--- src/rtl/temp_conv_multi.sv ---
// -----------------------------------------------------------------------------
// temp_conv_multi
//
// Multi-channel temperature converter. Holds NCH Celsius sample registers
// loaded from the switch input. On a start request, converts one selected
// channel to Celsius, Fahrenheit or Kelvin:
//   C: result = sample
//   K: result = sample + 273
//   F: result = floor(9 * sample / 5) + 32, using a shift-add multiply
//      followed by a restoring divide that produces one quotient bit per cycle.
// Each conversion is framed by a start/busy/done handshake. A sticky
// per-channel alarm flags any converted sample above THRESH.
//
// Ports:
//   clk     in   system clock, all state updates on rising edge
//   clr     in   synchronous active-high reset
//   X       in   [W]      Celsius sample to load
//   ch      in   [CW]     channel index for ld and st
//   ld      in            write X into channel register ch
//   sel     in   [2]      mode: 00 C, 01 F, 10 K, 11 treated as C
//   st      in            start conversion of channel ch (accepted when idle)
//   busy    out           conversion in progress
//   done    out           one-cycle pulse, result valid
//   result  out  [W+2]    converted temperature, held until next done
//   res_ch  out  [CW]     channel that produced result
//   over    out           converted sample > THRESH, held with result
//   alarm   out  [NCH]    sticky per-channel over-temperature flags
// -----------------------------------------------------------------------------
module temp_conv_multi #(
   parameter  int unsigned W      = 8,
   parameter  int unsigned NCH    = 4,
   parameter  int unsigned THRESH = 128,
   localparam int unsigned CW     = (NCH > 1) ? $clog2(NCH) : 1
) (
   input  logic           clk,
   input  logic           clr,
   input  logic [W-1:0]   X,
   input  logic [CW-1:0]  ch,
   input  logic           ld,
   input  logic [1:0]     sel,
   input  logic           st,
   output logic           busy,
   output logic           done,
   output logic [W+1:0]   result,
   output logic [CW-1:0]  res_ch,
   output logic           over,
   output logic [NCH-1:0] alarm
);

   // Result width, product width and divide step counter width.
   localparam int unsigned RW   = W + 2;
   localparam int unsigned PW   = W + 4;
   localparam int unsigned CntW = $clog2(PW);

   localparam logic [CntW-1:0] CntLast = CntW'(PW - 1);
   localparam logic [RW-1:0]   KOff    = RW'(273);
   localparam logic [RW-1:0]   FOff    = RW'(32);
   localparam logic [1:0]      SelF    = 2'b01;
   localparam logic [1:0]      SelK    = 2'b10;

   typedef enum logic [2:0] {
      StIdle,
      StCalc,
      StMul,
      StDiv,
      StAdd,
      StFin
   } state_t;

   state_t          r_state;
   logic [W-1:0]    r_chan [NCH];
   logic [W-1:0]    r_samp;
   logic [CW-1:0]   r_ch;
   logic [1:0]      r_sel;
   // During DIV, r_quo shifts dividend bits out of the top while quotient
   // bits shift in at the bottom; after PW steps it holds the full quotient.
   logic [PW-1:0]   r_quo;
   logic [2:0]      r_rem;
   logic [CntW-1:0] r_cnt;
   logic [RW-1:0]   r_acc;
   logic            r_busy;
   logic            r_done;
   logic [RW-1:0]   r_result;
   logic [CW-1:0]   r_res_ch;
   logic            r_over;
   logic [NCH-1:0]  r_alarm;

   logic [3:0]      w_trial;
   logic            w_ge;
   logic [2:0]      w_rem_nxt;
   logic [PW-1:0]   w_prod;
   logic            w_ch_ok;
   logic            w_over;

   // One restoring-divide step by 5, plus the 9*s product for the F path.
   always_comb begin
      w_trial   = {r_rem, r_quo[PW-1]};
      w_ge      = (w_trial >= 4'd5);
      w_rem_nxt = w_ge ? 3'(w_trial - 4'd5) : w_trial[2:0];
      w_prod    = (PW'(r_samp) << 3) + PW'(r_samp);
      w_ch_ok   = (32'(ch) < NCH);
      w_over    = (32'(r_samp) > THRESH);
   end

   always_ff @(posedge clk) begin
      if (clr) begin
         r_state  <= StIdle;
         for (int i = 0; i < NCH; i++) begin
            r_chan[i] <= '0;
         end
         r_samp   <= '0;
         r_ch     <= '0;
         r_sel    <= '0;
         r_quo    <= '0;
         r_rem    <= '0;
         r_cnt    <= '0;
         r_acc    <= '0;
         r_busy   <= 1'b0;
         r_done   <= 1'b0;
         r_result <= '0;
         r_res_ch <= '0;
         r_over   <= 1'b0;
         r_alarm  <= '0;
      end else begin
         // Loads are allowed in any state; a same-edge start still snapshots
         // the old value because both read the pre-edge register.
         if (ld && w_ch_ok) begin
            r_chan[ch] <= X;
         end

         r_done <= 1'b0;

         unique case (r_state)
            StIdle: begin
               if (st) begin
                  r_samp  <= w_ch_ok ? r_chan[ch] : '0;
                  r_ch    <= ch;
                  r_sel   <= sel;
                  r_busy  <= 1'b1;
                  r_state <= (sel == SelF) ? StMul : StCalc;
               end
            end

            StCalc: begin
               r_acc   <= (r_sel == SelK) ? (RW'(r_samp) + KOff) : RW'(r_samp);
               r_state <= StFin;
            end

            StMul: begin
               r_quo   <= w_prod;
               r_rem   <= '0;
               r_cnt   <= CntLast;
               r_state <= StDiv;
            end

            StDiv: begin
               r_quo <= {r_quo[PW-2:0], w_ge};
               r_rem <= w_rem_nxt;
               if (r_cnt == '0) begin
                  r_state <= StAdd;
               end else begin
                  r_cnt <= r_cnt - 1'b1;
               end
            end

            StAdd: begin
               // Quotient of 9*(2^W-1)/5 always fits in RW bits.
               r_acc   <= r_quo[RW-1:0] + FOff;
               r_state <= StFin;
            end

            StFin: begin
               r_result <= r_acc;
               r_res_ch <= r_ch;
               r_over   <= w_over;
               r_done   <= 1'b1;
               r_busy   <= 1'b0;
               if (w_over) begin
                  r_alarm[r_ch] <= 1'b1;
               end
               r_state <= StIdle;
            end

            default: begin
               r_state <= StIdle;
            end
         endcase
      end
   end

   assign busy   = r_busy;
   assign done   = r_done;
   assign result = r_result;
   assign res_ch = r_res_ch;
   assign over   = r_over;
   assign alarm  = r_alarm;

endmodule

--- config.mk ---
export PLATFORM = sky130hd
export DESIGN_NAME = temp_conv_multi
export DESIGN_NICKNAME = d
export VERILOG_FILES = /design/src/rtl/temp_conv_multi.sv
export SDC_FILE = /design/constraint.sdc
export NUM_CORES = 1
export LEC_CHECK = 0
export CAP_MARGIN = 10
export CORE_MARGIN = 4
export CORE_UTILIZATION = 30
export DETAILED_ROUTE_END_ITERATION = 8
export SYNTH_ARGS = -nofsm -noshare
export SYNTH_HDL_FRONTEND = slang
export SYNTH_SLANG_ARGS = --single-unit
--- constraint.sdc ---
create_clock -name clk -period 1.8 [get_ports clk]
set_input_delay 0.36 -clock clk [delete_from_list [all_inputs] [get_ports clk]]
set_output_delay 0.36 -clock clk [all_outputs]
set_load 0.01 [all_outputs]
==> impl_summary.md, run 1 <==
Yosys
Of all cell types, the one taking the most synthesized area is sky130_fd_sc_hd__dfxtp_1. The register bit total from synthesis is 95. The number of synthesis warnings is 0. In this run, synthesis inferred 32 flip-flops with an integrated enable.

The share of flip-flops with an asynchronous set or reset after synthesis is 0%. The area of the mapped netlist is 4514 um^2. Yosys attributes the largest share of cell area to sky130_fd_sc_hd__dfxtp_1 28%, sky130_fd_sc_hd__edfxtp_1 21%, sky130_fd_sc_hd__nand2_1 5.2%. The number of different library cells used by synthesis comes to 56. The top cell type's share of synthesized area is 27.94%.

Sorting the synthesized cells by how often they occur yields 63 x sky130_fd_sc_hd__dfxtp_1, 63 x sky130_fd_sc_hd__nand2_1, 44 x sky130_fd_sc_hd__a21oi_1, 37 x sky130_fd_sc_hd__nor2_1, 35 x sky130_fd_sc_hd__and2_1. Synthesis produced 464 cells. The sequential fraction of the synthesis area is 49.22%. In this run the mean area of a mapped cell was 9.729 um^2. For this run, the leading register cell type out of synthesis is sky130_fd_sc_hd__dfxtp_1. The number of nets produced by synthesis is 493.

CTS
The number of buffers added by the clock tree synthesis step is 9. The number of levels in the clock H-tree is 3. The clock input transition at the sequential cells of the worst setup and hold paths is 0.07 ns.

TritonCTS built the clock tree. The root cell of the clock tree is sky130_fd_sc_hd__clkbuf_16. For this design, the CTS-stage hold fixing added 0 buffers. The worst-skew pair later-pin latency is roughly 0.34 ns. The clock sink count is 95. Counting along the longest clock path gives a buffer depth of 2.

Floorplan
The horizontal die dimension is between 100 and 150 um. In this run the core area contains 44 standard-cell rows. 35 I/O pins were placed. The y dimension of the die is 130.7 um. The placeable core area is about 15000 um^2. The die outline area is about 17000 um^2. The starting density of the core is 30.83%.

Final layout
The post-layout net count is 552. The signed area change from the synthesized netlist to the final layout is 27.72%. For this run, the share of the core covered by cells in the final layout is 39.37%. Cells with a size suffix above 1 make up 18.94% of the layout.

The antenna cell count is 0. The final design area excluding fillers is 5766 um^2.

GRT
The number of global-route vias before repair is 3590. The remaining global-route overflow is 0. The first-pass GRT wire length is 17.40 mm. The largest net degree at the start of global routing is 78. The number of antenna violations at the first check in global routing is 0. The global-route usage over all layers is 12.78%.

Route
The total via count after detailed routing is 3497. The first-pass iteration count of the detailed router is 4. The first routing iteration left 178 violations. The total detailed-routing wirelength is around 10 mm. Once detail routing completed, the nets flagged for antenna violations numbered 0. The post-detailed-route via-to-cell ratio is 4.912.

In the final routed layout, each cell accounts on average for between 10 and 15 um. After detailed routing, the number of remaining DRC violations is 0.

Timing
Across all hold checks on the routed design, the worst slack comes to 0.4551 ns. The ratio of final minimum period to clock period is 101.2%. The number of pins exceeding their max-slew limit in the final report is 0. The maximum clock frequency is 548.9 MHz. Setup repair after global routing could not meet its margin everywhere. The final number of hold-violating endpoints is 0. On the final layout, the worst clock skew is 0.004871 ns. After layout, the worst setup slack is -0.02186 ns. The setup-violating endpoint count in the final report is 1. The worst pin sits at a relative slew slack of between 50 and 60%. The smallest clock period supported by the final layout is computed as about 1.8 ns. For the pin with the worst max-slew slack, the measured transition is 0.6670 ns.

Min path
The tightest min-delay check is of the reg -> reg type. The worst hold path begins at result[9].

Place
Once placement finished, the instance area stood at 5290 um^2. The placer congestion estimate is 0.8446. Detailed placement ended at an HPWL of 7.631 mm. In this run the tool buffered the top-level ports with 34 buffer cells. The post-placement worst setup slack is -0.1231 ns.

Critical path
Data arrives at the worst endpoint at 2.05 ns. In this run the worst path has a maximum fanout of 5. STA classifies the critical path endpoint as a flip-flop. The highest cell delay on the worst timing path is 0.46 ns. Traced cell by cell, the critical path runs through buf_6 -> inv_4 -> ha_4 -> or4b_4 -> o311a_4 -> a31oi_4 -> nor2_1. The worst setup path is launched from a flip-flop. The slowest library cell on the worst path is sky130_fd_sc_hd__or4b_4. The startpoint identified for the worst register-to-register timing path is r_samp[0]. The most critical setup path has its startpoint at r_samp[0].

The critical setup path kind is reg -> reg. STA puts the critical path data required time at 2.03 ns.

Pwr
Across the VDD grid, the largest voltage drop is roughly 570 uV. The total power divided by cell area is 961.9 nW/um^2. The leakage component of the power is 2.071 nW.

Outcome
The final reports fail on negative setup slack. The flow ran to the end, but the final reports show violations.

Run
The max-cap check violation count is 0.
## kinds of logic after synthesis
logic type,after synthesis,share of synthesized area [%]
and+or+nand+nor,189,21.09
AOI/OAI and AO/OA,103,14.69
adders and majority gates,13,3.769
DFF,95,49.22
buffers and inverters,39,3.853
muxes,11,4.656
xor gates and xnor gates,14,2.716
## where the power goes
| part | switching (mW) | internal [mW] | total, mW | leakage [nW] |
|---|---|---|---|---|
| clock network | 0.833 | 1.50 | 2.34 | 0.178 |
| registers | 0.0866 | 2.35 | 2.44 | 0.826 |
| logic | 0.410 | 0.359 | 0.769 | 1.07 |
## path summary, 6_finish.rpt
| path | to | slack [ns] | cells after the start |
|---|---|---|---|
| hold reg to reg | result[9] | 0.46 | 2 |
| setup / recovery | alarm[1] | -0.02 | 7 |
| hold / removal | result[9] | 0.46 | 2 |
| setup reg to reg | alarm[1] | -0.02 | 7 |
## per-layer routing
layer  part of all wire [%]  GRT usage, %  vias to the layer above
li1                       -             -                     1771
met4                    1.5         4.235                        0
met2                     50         21.50                       57
met3                    4.0         2.967                       16
met1                     44         16.24                     1653
met5                      0             0                        -
## area by class of cell
cell class	count	area, um^2
inverters	10	40.04
fillers	1478	8879
multi-input cells	330	2208
flip-flops and latches	95	2233
repair buffers	77	686.9
well taps	184	230.2
clock buffers	9	225.2
clock inverters	7	141.4
## layout by cell type (no fill, tap or decap), drive strengths merged, types with 7 or more instances in the layout
cell type,synthesis,final
nand2,63,63
xnor2,8,8
a21oi,45,45
nand2b,7,7
a211oi,10,10
nor3,12,12
mux4,8,8
buf,12,44
clkdlybuf4s50,0,33
edfxtp,32,32
ha,12,12
nor2,37,37
and2,35,35
a22oi,7,7
dfxtp,63,63
a31oi,7,7
clkbuf,17,9
inv,10,12
o21ai,11,11
## what timing repair did
item / 4_1_cts / 5_1_grt
endpoints found under the setup margin: 6 / 13
pin swaps: 2 / 10
resized for setup: 6 / 18
buffers inserted: 2 / 0
## worst max-delay path: cells and delay by family, from the launching register on
kind	cells	cell delay [ns]
and+or+nand+nor	2	0.52
adders and majority gates	1	0.11
AOI/OAI and AO/OA	2	0.58
buffers and inverters	2	0.16
DFF	1	0.34
## metrics by stage
stage                     total power [mW]  TNS [ns]  std cells
after floorplan                      2.945  -0.01425        464
after detailed placement             3.222    -2.509        694
final                                5.546  -0.02186        712
after CTS                            5.561  -0.03701        712
after global placement               3.202    -1.263        694
after global routing                 5.782   -0.3247        712
## sequential cells by signal, summed over array words and instances, names as in the netlist
signal / count
alarm: 4
r_ch: 2
done: 1
r_quo: 12
r_samp: 8
r_rem: 3
over: 1
r_sel: 2
busy: 1
r_cnt: 4
r_chan: 32
r_acc: 10
result: 10
res_ch: 2
r_state: 3
No activity file was read; power rests on OpenSTA's default activity.
==> run 2: changes to the inputs <==
--- a/config.mk
+++ b/config.mk
@@ -6,9 +6,10 @@
 export NUM_CORES = 1
 export LEC_CHECK = 0
 export CAP_MARGIN = 10
-export CORE_MARGIN = 4
-export CORE_UTILIZATION = 30
+export CORE_MARGIN = 2
+export CORE_UTILIZATION = 50
 export DETAILED_ROUTE_END_ITERATION = 8
+export PLACE_DENSITY = 0.73
 export SYNTH_ARGS = -nofsm -noshare
 export SYNTH_HDL_FRONTEND = slang
 export SYNTH_SLANG_ARGS = --single-unit
==> run 2 against run 1 <==
  * The run still ends with negative setup slack left
  * Combinational power shrank 0.8%
  * Non-clock buffer count grew 3
  * Sequential power is essentially flat
  * Maximum frequency shrank 0.95%
  * Register-to-register slack lost 0.02 ns
  * Final area shrank 3.5%
  * Largest cell class unchanged
  * Count of clock-buffer cells in the layout grew 3
  * Sequential cell count is the same
  * Worst setup slack lost 0.017 ns
  * Clock skew grew 0.0082 ns
  * Worst hold slack lost 0.017 ns
  * Sequential share of layout area grew 1.4 points
  * Critical path type unchanged
==> impl_summary.md, run 2 (synthesis gave the netlist of run 1 again) <==
Critical path
The required time at the endpoint of the critical path came to 2.07 ns (+0.04 ns). Among all stages on the critical path, the largest delay is contributed by sky130_fd_sc_hd__fa_2. The biggest fanout along the worst timing path is 3 (-2). The kind of start point of the critical path is a flip-flop. The signal on the critical path passes through ha_2 -> inv_1 -> fa_2 -> nor2b_4 -> o21ai_2 -> a21oi_2 -> nor4b_1 -> a211o_1. The data arrival time of the critical path is 2.11 ns (+0.06 ns). The setup slack on the worst flop-to-flop path is -0.04 ns (-0.02 ns). The worst setup path is captured at a flip-flop. The worst register-to-register path ends at r_quo[9]. In this run the critical register-to-register path is launched from r_samp[3]. The launch point of the critical path is r_samp[3]. The capture point of the worst path is r_quo[9]. The highest cell delay on the worst timing path is 0.39 ns (-0.07 ns). The cell depth of the worst flop-to-flop path is 8 (+1). By startpoint and endpoint, the worst setup path is classified as reg -> reg.

Floorplan
The horizontal die dimension was 99.02 um (-24%). The y dimension of the die is 99.02 um (-24%). The placeable core area is 8721 um^2 (-40%). The I/O pin count is 35 (unchanged). The number of cell rows came to 34 (-23%). The starting density of the core is 51.76% (+21 points). The die outline area is 9805 um^2 (-43%).

Place
The post-placement worst setup slack is -0.1027 ns (+0.02044 ns). The total instance count after detailed placement is 619 (-11%). The post-detailed-placement half-perimeter wirelength came to 7.131 mm (-6.6%). The number of input and output port buffers inserted is 34 (unchanged). The placer congestion estimate came to 0.8586 (+1.7%).

CTS
The number of levels in the clock H-tree is 3 (unchanged). The tree is rooted in a sky130_fd_sc_hd__clkbuf_8. The number of buffers added by the clock tree synthesis step came to 9 (unchanged).

The worst-skew pair later-pin latency is 0.38 ns (+0.04 ns). The number of buffers on the longest clock path is 2 (unchanged). The clock sink count was 95 (unchanged). The number of buffers added to fix hold violations after cts came to 0 (unchanged). The clock input transition at the sequential cells of the worst setup and hold paths is 0.09 ns (+0.02 ns). TritonCTS built the clock tree.

Timing
Setup repair after global routing could not meet its margin everywhere. The accumulated negative setup slack is -0.04750 ns (-0.02565 ns). The maximum clock frequency came to 543.7 MHz (-0.95%). The setup-violating endpoint count in the final report is 2 (+1). The ratio of final minimum period to clock period was 102.2% (+0.97 points). The minimum clock period is 1.839 ns (+0.01740 ns). The pin slew with the least headroom to its limit came to 0.6808 ns (+0.01376 ns). The final number of hold-violating endpoints is 0 (unchanged). The final worst setup slack is -0.03926 ns (-0.01740 ns). The number of pins exceeding their max-slew limit in the final report came to 0 (unchanged). The tightest slew margin relative to the limit is 54.52% (-0.92 points). The clock skew after layout was 0.01307 ns (+0.008197 ns).

Run
The max-cap check violation count is 0 (unchanged).

GRT
The global-route usage over all layers was 21.24% (+8.5 points). The global routing usage on met1 is 25.22% (+9.0 points). The number of antenna violations at the first check in global routing is 0 (unchanged). The routing usage on met3 was 4.113% (+1.1 points). The first-pass GRT wire length is 16.64 mm (-4.4%). The remaining global-route overflow is 0 (unchanged). The number of global-route vias before repair came to 3565 (-0.70%). The highest-utilization routing layer at the global route stage is met2. The met2 track demand over resource is 38.46% (+17 points).

The largest net degree at the start of global routing was 49 (-37%).

Final layout
The post-layout net count is 555 (+0.54%). The post-route core utilization is 63.80% (+24 points). The library cell used most frequently in the layout, excluding fill and tap cells, is sky130_fd_sc_hd__nand2_1. The flip-flop count of the largest register after layout was 32 (unchanged). Leaving out fill and tap cells, the most frequent cells in the layout are 63 x sky130_fd_sc_hd__nand2_1, 59 x sky130_fd_sc_hd__dfxtp_1, 43 x sky130_fd_sc_hd__buf_4, 41 x sky130_fd_sc_hd__a21oi_1, 37 x sky130_fd_sc_hd__nor2_1.

The signed area change from the synthesized netlist to the final layout is 23.25%. The antenna cell count is 0 (unchanged). The post-layout instance count excluding filler cells is 639 (-10%). The ratio of cells with drive above 1 in the final layout is 19.40% (+0.46 points).

The most flop-heavy register is r_chan. The largest registers in the layout are r_chan: 32 flops, r_quo: 12 flops.

Route
The post-detailed-route via-to-cell ratio came to 5.509 (+12%). The total via count after detailed routing is 3520 (+0.66%). The DRC violation total after the first TritonRoute iteration is 172 (-3.4%). The total detailed-routing wirelength is 9.867 mm (-5.7%). The first-pass iteration count of the detailed router is 5 (+1).

The final routed wire length divided by cell count is 15.44 um (+5.1%). The total DRC errors in the routed layout is 0 (unchanged). The number of routed nets with antenna violations is 0 (unchanged).

Pwr
The leakage component of the power is 2.022 nW (-2.4%). The total power of the final layout is 4.805 mW (-13%). The total power divided by cell area is 863.6 nW/um^2 (-10%). The worst supply voltage drop on vdd is 716.0 uV (+25%).

Outcome
The final reports fail on negative setup slack. The run finished, with violations left.

Min path
The kind of path behind the tightest hold check is in -> reg.
## run 2: through the flow
step | cell area, um^2 | hold WS (ns)
4_1_cts | 5472 | 0.4419
5_1_grt | 5564 | 0.4452
3_5_place_dp | 5202 | 0.4453
2_1_floorplan | 4528 | 0.4315
3_3_place_gp | 5202 | 0.4428
6_report | 5564 | 0.4384
## run 2: layer usage
layer	share of wire (%)	routed length, um
met1	42	4137
met2	53	5242
met3	3.4	339
met4	1.5	148
met5	0	0
## run 2: how the worst min path moves through the flow
stage / from / end / slack [ns] / cells past startpoint
floorplan: r_acc[3] / result[3] / 0.43 / 2
global placement: result[4] / result[4] / 0.44 / 2
detailed placement: result[2] / result[2] / 0.45 / 2
CTS: clr / r_acc[3] / 0.44 / 3
global route: clr / r_acc[3] / 0.45 / 3
finish: clr / r_rem[0] / 0.44 / 3
## run 2: cell type report
class,instances,area (um^2)
Sequential cell,95,2232
Fill cell,698,3157
Multi-Input combinational cell,330,2215
Clock buffer,12,177.7
Clock inverter,4,55.05
Inverter,10,40.04
Timing Repair Buffer,80,709.4
Tap cell,108,135.1
## run 2: worst max-delay path: cells and delay by family, from the launching register on
kind / cells / cell delay (ns)
adder cells (fa/ha/maj): 2 / 0.57
AO/OA/AOI/OAI: 3 / 0.50
flip-flops: 1 / 0.37
AND/OR/NAND/NOR: 2 / 0.22
buffers and inverters: 1 / 0.07
## run 2: what timing repair did
item,in CTS,in global routing
setup endpoints to repair,4,10
endpoints found under the hold margin,0,0
pin swaps,3,8
buffers inserted,4,0
cloned,0,0
resized for setup,4,19
## run 2: report_power, final
| group | internal [mW] | switching, mW |
|---|---|---|
| sequential | 2.35 | 0.0896 |
| clock | 0.822 | 0.780 |
| combinational | 0.366 | 0.397 |
| total | 3.54 | 1.27 |
==> run 3: changes to the inputs <==
--- a/config.mk
+++ b/config.mk
@@ -5,6 +5,7 @@
 export SDC_FILE = /design/constraint.sdc
 export NUM_CORES = 1
 export LEC_CHECK = 0
+export ABC_CLOCK_PERIOD_IN_PS = 1800
 export CAP_MARGIN = 10
 export CORE_MARGIN = 2
 export CORE_UTILIZATION = 50
==> results of run 3 <==
The final DEF is identical to that of run 2; final timing and power are the same.
